`src/rtl/lz77_pkg.sv`:
```
// Shared types and constants for the LZ77 decoder sequencer.
//   LZ_TERM         : literal that marks the end of a stream ('$')
//   POS_W/LEN_W/... : field widths of one LZ77 code word
//   codeword_t      : {pos, len, chr} as buffered and issued to the decoder
//   seq_state_t     : sequencer FSM states
package lz77_pkg;

    localparam int POS_W  = 4;
    localparam int LEN_W  = 3;
    localparam int CHAR_W = 8;

    localparam logic [CHAR_W-1:0] LZ_TERM = 8'h24;

    typedef struct packed {
        logic [POS_W-1:0]  pos;
        logic [LEN_W-1:0]  len;
        logic [CHAR_W-1:0] chr;
    } codeword_t;

    typedef enum logic [2:0] {
        S_IDLE,
        S_ISSUE,
        S_WAIT_FIN,
        S_DONE,
        S_ERR
    } seq_state_t;

endpackage

```
`src/rtl/lz77_cw_fifo.sv`:
```
// Code-word buffer between the upstream stream and the sequencer FSM.
//   clk, reset : clock, asynchronous active-low reset
//   push       : write push_data (ignored when full)
//   pop        : advance read pointer (ignored when empty)
//   pop_data   : head entry (show-ahead, valid while !empty)
//   full/empty : occupancy flags
// Pointers wrap modulo DEPTH; the occupancy counter is one bit wider so
// full and empty are distinguishable.
module lz77_cw_fifo
    import lz77_pkg::*;
#(
    parameter int DEPTH = 4
) (
    input  logic      clk,
    input  logic      reset,
    input  logic      push,
    input  codeword_t push_data,
    input  logic      pop,
    output codeword_t pop_data,
    output logic      full,
    output logic      empty
);

    localparam int AW = $clog2(DEPTH);

    codeword_t       mem [DEPTH];
    logic [AW-1:0]   wr_ptr;
    logic [AW-1:0]   rd_ptr;
    logic [AW:0]     count;
    logic            do_push;
    logic            do_pop;

    assign full     = (count == (AW+1)'(DEPTH));
    assign empty    = (count == '0);
    assign do_push  = push && !full;
    assign do_pop   = pop && !empty;
    assign pop_data = mem[rd_ptr];

    always_ff @(posedge clk or negedge reset) begin
        if (!reset) begin
            wr_ptr <= '0;
            rd_ptr <= '0;
            count  <= '0;
        end else begin
            if (do_push) wr_ptr <= wr_ptr + AW'(1);
            if (do_pop)  rd_ptr <= rd_ptr + AW'(1);
            case ({do_push, do_pop})
                2'b10:   count <= count + (AW+1)'(1);
                2'b01:   count <= count - (AW+1)'(1);
                default: ;
            endcase
        end
    end

    always_ff @(posedge clk) begin
        if (do_push) mem[wr_ptr] <= push_data;
    end

endmodule

```
`src/rtl/lz77_dec_sequencer.sv`:
```
// Sequencer for the LZ77_Decoder datapath.
//   cw_*          : upstream code-word stream (valid/ready), buffered in a FIFO
//   dec_*  (out)  : code word held stable for the decoder
//   dec_encode    : decoder mode; 1 stalls issuing
//   dec_finish    : decoder finished (expected only after the terminator)
//   dec_char_nxt  : decoder output char, captured one cycle after each issue cycle
//   out_*         : registered decoded-char stream, out_last marks the final char
//   busy/done     : FSM activity / sticky completion
//   err_timeout   : sticky watchdog / protocol error
//   cw_count      : code words issued, saturating
module lz77_dec_sequencer
    import lz77_pkg::*;
#(
    parameter int FIFO_DEPTH = 4,
    parameter int TIMEOUT    = 16
) (
    input  logic              clk,
    input  logic              reset,
    input  logic              cw_valid,
    output logic              cw_ready,
    input  logic [POS_W-1:0]  cw_pos,
    input  logic [LEN_W-1:0]  cw_len,
    input  logic [CHAR_W-1:0] cw_char,
    output logic [POS_W-1:0]  dec_code_pos,
    output logic [LEN_W-1:0]  dec_code_len,
    output logic [CHAR_W-1:0] dec_chardata,
    input  logic              dec_encode,
    input  logic              dec_finish,
    input  logic [CHAR_W-1:0] dec_char_nxt,
    output logic              out_valid,
    output logic [CHAR_W-1:0] out_char,
    output logic              out_last,
    output logic              busy,
    output logic              done,
    output logic              err_timeout,
    output logic [15:0]       cw_count
);

    localparam int WD_W = $clog2(TIMEOUT + 1);

    seq_state_t        state;
    codeword_t         cur;
    codeword_t         head;
    logic [LEN_W-1:0]  cnt;
    logic [WD_W-1:0]   wd;
    logic              cap;
    logic              cap_last;
    logic              zt;
    logic              zt2;
    logic              run;
    logic              full;
    logic              empty;
    logic              pop;
    logic              cur_term;
    logic              head_term;
    logic              head_zero_term;
    logic              last_issue;
    logic              stall_hit;
    logic              to_err;

    lz77_cw_fifo #(.DEPTH(FIFO_DEPTH)) u_fifo (
        .clk       (clk),
        .reset     (reset),
        .push      (cw_valid && cw_ready),
        .push_data ({cw_pos, cw_len, cw_char}),
        .pop       (pop),
        .pop_data  (head),
        .full      (full),
        .empty     (empty)
    );

    // run keeps cw_ready low while reset is asserted
    assign cw_ready = run && !full;
    assign {dec_code_pos, dec_code_len, dec_chardata} = cur;

    assign cur_term       = (cur.chr == LZ_TERM);
    assign head_term      = (head.chr == LZ_TERM);
    assign head_zero_term = head_term && (head.len == '0);
    assign last_issue     = (state == S_ISSUE) && !dec_finish && !dec_encode && (cnt == '0);
    assign pop            = !empty && ((state == S_IDLE) || (last_issue && !cur_term));
    assign stall_hit      = (wd == WD_W'(TIMEOUT - 1));
    assign to_err         = ((state == S_ISSUE) && (dec_finish || (dec_encode && stall_hit)))
                         || ((state == S_WAIT_FIN) && !dec_finish && stall_hit);

    always_ff @(posedge clk or negedge reset) begin
        if (!reset) begin
            state       <= S_IDLE;
            cur         <= '0;
            cnt         <= '0;
            wd          <= '0;
            cap         <= 1'b0;
            cap_last    <= 1'b0;
            zt          <= 1'b0;
            zt2         <= 1'b0;
            run         <= 1'b0;
            out_valid   <= 1'b0;
            out_char    <= '0;
            out_last    <= 1'b0;
            busy        <= 1'b0;
            done        <= 1'b0;
            err_timeout <= 1'b0;
            cw_count    <= '0;
        end else begin
            run      <= 1'b1;
            cap      <= 1'b0;
            cap_last <= 1'b0;
            zt       <= 1'b0;
            // A zero-length terminator's out_last goes through two stages so it
            // lands after the previous word's final char, never on top of it.
            zt2       <= zt;
            out_valid <= cap;
            out_last  <= (cap && cap_last) || zt2;
            if (cap) out_char <= dec_char_nxt;

            case (state)
                S_ISSUE: begin
                    if (dec_encode) begin
                        wd <= wd + WD_W'(1);
                    end else begin
                        wd       <= '0;
                        cap      <= 1'b1;
                        cap_last <= cur_term && (cnt == '0);
                        if (cnt != '0) begin
                            cnt <= cnt - LEN_W'(1);
                        end else if (cur_term) begin
                            state <= S_WAIT_FIN;
                        end else if (empty) begin
                            state <= S_IDLE;
                            busy  <= 1'b0;
                        end
                    end
                end
                S_WAIT_FIN: begin
                    if (dec_finish) begin
                        state <= S_DONE;
                        done  <= 1'b1;
                        busy  <= 1'b0;
                    end else begin
                        wd <= wd + WD_W'(1);
                    end
                end
                default: ;
            endcase

            // Terminator words issue len cycles, others len+1, so the count is
            // preloaded one lower for terminators.
            if (pop) begin
                cur   <= head;
                cnt   <= head_term ? head.len - LEN_W'(1) : head.len;
                wd    <= '0;
                zt    <= head_zero_term;
                busy  <= 1'b1;
                state <= head_zero_term ? S_WAIT_FIN : S_ISSUE;
                if (cw_count != '1) cw_count <= cw_count + 16'd1;
            end

            if (to_err) begin
                state       <= S_ERR;
                err_timeout <= 1'b1;
                cur         <= '0;
                cap         <= 1'b0;
                zt2         <= 1'b0;
                out_valid   <= 1'b0;
                out_last    <= 1'b0;
                out_char    <= '0;
            end
        end
    end

endmodule

```
`config.mk`:
```
export PLATFORM = sky130hd
export DESIGN_NAME = lz77_dec_sequencer
export DESIGN_NICKNAME = d
export VERILOG_FILES = /design/src/rtl/lz77_pkg.sv /design/src/rtl/lz77_cw_fifo.sv /design/src/rtl/lz77_dec_sequencer.sv
export SDC_FILE = /design/constraint.sdc
export NUM_CORES = 1
export LEC_CHECK = 0
export BUFFER_PORTS_ARGS = -buffer_cell sky130_fd_sc_hd__buf_2
export CAP_MARGIN = 20
export CORE_UTILIZATION = 60
export DETAILED_ROUTE_END_ITERATION = 10
export GPL_TIMING_DRIVEN = 1
export MAX_ROUTING_LAYER = met4
export PLACE_DENSITY = 0.88
export RECOVER_POWER = 100
export SLEW_MARGIN = 15
export SYNTH_ARGS = -nofsm -noshare
export SYNTH_HDL_FRONTEND = slang
export SYNTH_SLANG_ARGS = --single-unit
```
`constraint.sdc`:
```
create_clock -name clk -period 5.3 [get_ports clk]
set_input_delay 1.06 -clock clk [delete_from_list [all_inputs] [get_ports clk]]
set_output_delay 1.06 -clock clk [all_outputs]
set_load 0.02 [all_outputs]
```
==> reports/summary.md <==
The run finished with clean final reports. For this run, the leading register cell type out of synthesis is dfrtp_1. In this run, CTS created clock tree buffers numbering 17. Clock edge transition at the registers on the reported setup and hold paths: 0.06 ns. Dividing the detail-routed wire length by the instance count gives 18.4 um.

The overall via count from detail_route was 3449. The overflow left after global routing was 0. The clock latency of the later-clocked register in the worst-skew pair is 0.51 ns, and the maximum clock rate is 318 MHz.

The critical path in this run is classified as in -> reg. The final worst slack came out at 2.16 ns. The tools report the cell area after technology mapping as 5460 sq um.

The buffer cell driving the clock tree root was clkbuf_8. Counting every net in the synthesized netlist gives 435. STA classifies the critical path startpoint as an input pin.

Setup violations remaining at the end of the flow were counted as 0. The post-synthesis average cell area came out at 13.9 sq um. The worst-path maximum fanout came out at 62. The final net count came out at 514.

TritonCTS built the clock tree. The run gives 0 as the number of buffers inserted to repair setup after CTS. 0 antenna diodes ended up in the layout. The class of the most critical hold timing path is reg -> reg. The startpoint identified for the worst hold timing path is zt. The number of DRC markers in iteration 0 was 248; the H-tree depth was 4.

The detail route stage leaves a number of antenna-violating nets equal to 0. Routability-driven placement finished with a final weighted congestion of 0.825. The number of antenna violations at the first check in global routing is 0, and the transition time at the pin with the least slew margin is 0.829 ns.

Counting tap cells, the placed design contains a total of 562 instances. The number of warning messages in the yosys log is 0, and the die width is 97.4 um. The starting density of the core was 0.623; the share of cells above drive strength 1 was 0.140. The number of cells on the worst reg-to-reg path is 8.

The logs give 394 for the number of instances in the synthesized netlist and 0 for the quantity of gates resized following cts. The clock passes through at most 2 buffers. The tools report the distinct cell type count after synthesis as 55. The wire length after detailed routing came out at 10900 um. The path with the worst hold slack has its endpoint at zt2. Max-slew headroom at the worst pin: 0.447. For the number of global-route vias before repair, the log shows 3547. The core area was 8760 sq um; the I/O pin count was 73. The maximum vdd ir drop was 307 uV; the final cell count without fillers was 594.

Counting flops with a built-in enable in the synthesized netlist gives 60. The analysis attributes to cell leakage a power of 2.53 nW. CTS saw 127 sinks. Before CTS, the worst setup slack after placement is 2.03 ns. The die extent in y is 97.4 um, and the number of filler instances in the final layout is 570. The async set-reset flop share out of synthesis works out to 0.528. Global-route usage over all layers: 0.253.

Power density normalized to cell area: 435 nW/um^2. In this run the critical register-to-register path is captured at cw_count[1]. For the data arrival at the endpoint of the critical path, the log shows 3.53 ns. The reg-to-reg critical path startpoint was cnt[0].

The max-cap violation count is 0, and the number of rows in the core area is 34. Summed negative setup slack over all endpoints: 0 ns. The part of the cycle the worst path needs is 0.593, and the max-slew violation total from the final report is 0. The post-cts hold buffer count was 0; the growth of design area from synthesis to finish was 16.8%. The smallest clock period supported by the final layout is computed as 3.14 ns.

In the final layout, the multi-input gates occupy 1810 sq um. Synthesis inferred 127 register bits. The number of I/O port buffers came out at 72. The full die area was 9490 sq um. The hold-critical path depth works out to 1.

Setup repair after global routing left no endpoint under its margin. Setup slack on the worst reg-to-reg path comes out at 2.21 ns. The clock arrives with 0.00821 ns of skew. The HPWL reported at the end of detailed placement was 6470 um. The sequential fraction of the synthesis area is 0.637. The number of remaining DRC errors was 0; the required time at the worst-slack endpoint was 5.69 ns. The first global-routing pass estimated 17600 um of wire.

The tools report the area used by sequential logic in the layout as 3480 sq um. The logs give 68 for the maximum number of pins on one net before global-route repair and 0 for the number of failing hold endpoints at the final stage. STA classifies the critical path endpoint as a flip-flop. The number of vias per cell is 5.81, and the length of the first detailed-routing pass in iterations is 5. The tightest hold path in the finished design has a slack of 0.448 ns.
cell families (layout without fill, tap and decap cells):
group,after synthesis,in the layout,share of synthesized area
fa+ha+maj,13,13,0.0311
simple gates,130,130,0.126
other cells,1,1,0.000686
compound gates,42,42,0.0525
flops,127,127,0.637
buf+inv,30,122,0.0266
xor+xnor,23,23,0.0369
mux,28,28,0.0896
metal layers:
layer / GRT usage / up-vias / wire length, um
li1: - / 1595 / -
met1: 0.298 / 1702 / 4430
met2: 0.417 / 133 / 5690
met3: 0.0547 / 19 / 575
met4: 0.121 / 0 / 237
met5: - / - / 0
synthesized netlist by cell type, drive strengths merged, types with 2 or more instances:
cell / instances / area [sq um]
mux4: 15 / 353
nand2: 45 / 169
xor2: 4 / 35.0
a21boi: 2 / 15.0
nand2b: 4 / 25.0
xnor2: 19 / 166
and3: 8 / 50.1
dfrtp: 67 / 1680
a211oi: 3 / 22.5
clkbuf: 6 / 23.8
nor4b: 6 / 80.1
ha: 12 / 150
nor3: 7 / 35.0
edfxtp: 60 / 1800
inv: 13 / 48.8
nor4: 2 / 12.5
nor2b: 2 / 12.5
mux2i: 8 / 80.1
a21oi: 8 / 43.8
nand3: 10 / 50.1
o21bai: 2 / 15.0
mux2: 5 / 56.3
o21ai: 17 / 85.1
and2: 5 / 31.3
nand4: 9 / 56.3
and4bb: 2 / 25.0
nor2: 22 / 82.6
nor3b: 3 / 22.5
buf: 11 / 72.6
report_power, final:
group          switching [W]  internal, W
Combinational       0.000236     0.000167
Clock               0.000455     0.000685
Sequential         0.0000862      0.00115
Total               0.000777      0.00200
flip-flops by register name, indices dropped and copies added (netlist names), 2 cells and up:
signal and flops:
state 3, cnt 3, dec_chardata 8, wd 5, u_fifo.rd_ptr 2, dec_code_len 3, u_fifo.count 3, u_fifo.wr_ptr 2
out_char 8, u_fifo.mem 60, dec_code_pos 4, cw_count 16
cell type report:
class / instances / share of cell area
repair buffers: 77 / 0.0496
multi-input cells: 237 / 0.284
clock buffers: 17 / 0.0649
flip-flops and latches: 127 / 0.545
clock inverters: 15 / 0.0271
inverters: 13 / 0.00765
well taps: 108 / 0.0212
worst max-delay path, cell delays in order:
cell,delay [ns]
clkbuf_1,0.15
nor4b_1,0.38
a21bo_1,0.25
a2111oi_0,0.56
buf_4,0.61
nand2_1,0.19
mux2_2,0.31
through the flow:
stage / total power [W] / area, sq um / util
finish: 0.00278 / 6380 / 0.728
floorplan: 0.00153 / 5460 / -
global placement: 0.00163 / 5900 / 0.673
global route: 0.00288 / 6380 / 0.728
CTS: 0.00281 / 6490 / 0.740
detailed placement: 0.00166 / 5900 / 0.673
worst max-delay path by stage:
stage / startpoint / end / slack (ns) / cells after the start
2_1_floorplan: dec_encode / u_fifo.count[1] / 1.89 / 8
3_3_place_gp: dec_finish / cw_count[1] / 2.09 / 7
3_5_place_dp: dec_finish / cw_count[12] / 2.03 / 7
4_1_cts: u_fifo.count[0] / cw_ready / 2.46 / 3
5_1_grt: cnt[0] / cw_count[1] / 2.00 / 8
6_report: dec_finish / cw_count[1] / 2.16 / 7
layout by cell type (no fill, tap or decap), types with 12 or more instances in the layout:
| cell type | netlist | routed |
|---|---|---|
| clkbuf_1 | 5 | 63 |
| clkbuf_16 | 0 | 16 |
| dfrtp_1 | 67 | 67 |
| edfxtp_1 | 60 | 60 |
| ha_1 | 12 | 12 |
| inv_1 | 13 | 13 |
| nand2_1 | 45 | 45 |
| nor2_1 | 22 | 22 |
| o21ai_0 | 15 | 17 |
| xnor2_1 | 19 | 19 |
Power figures use the tool's default switching activity.
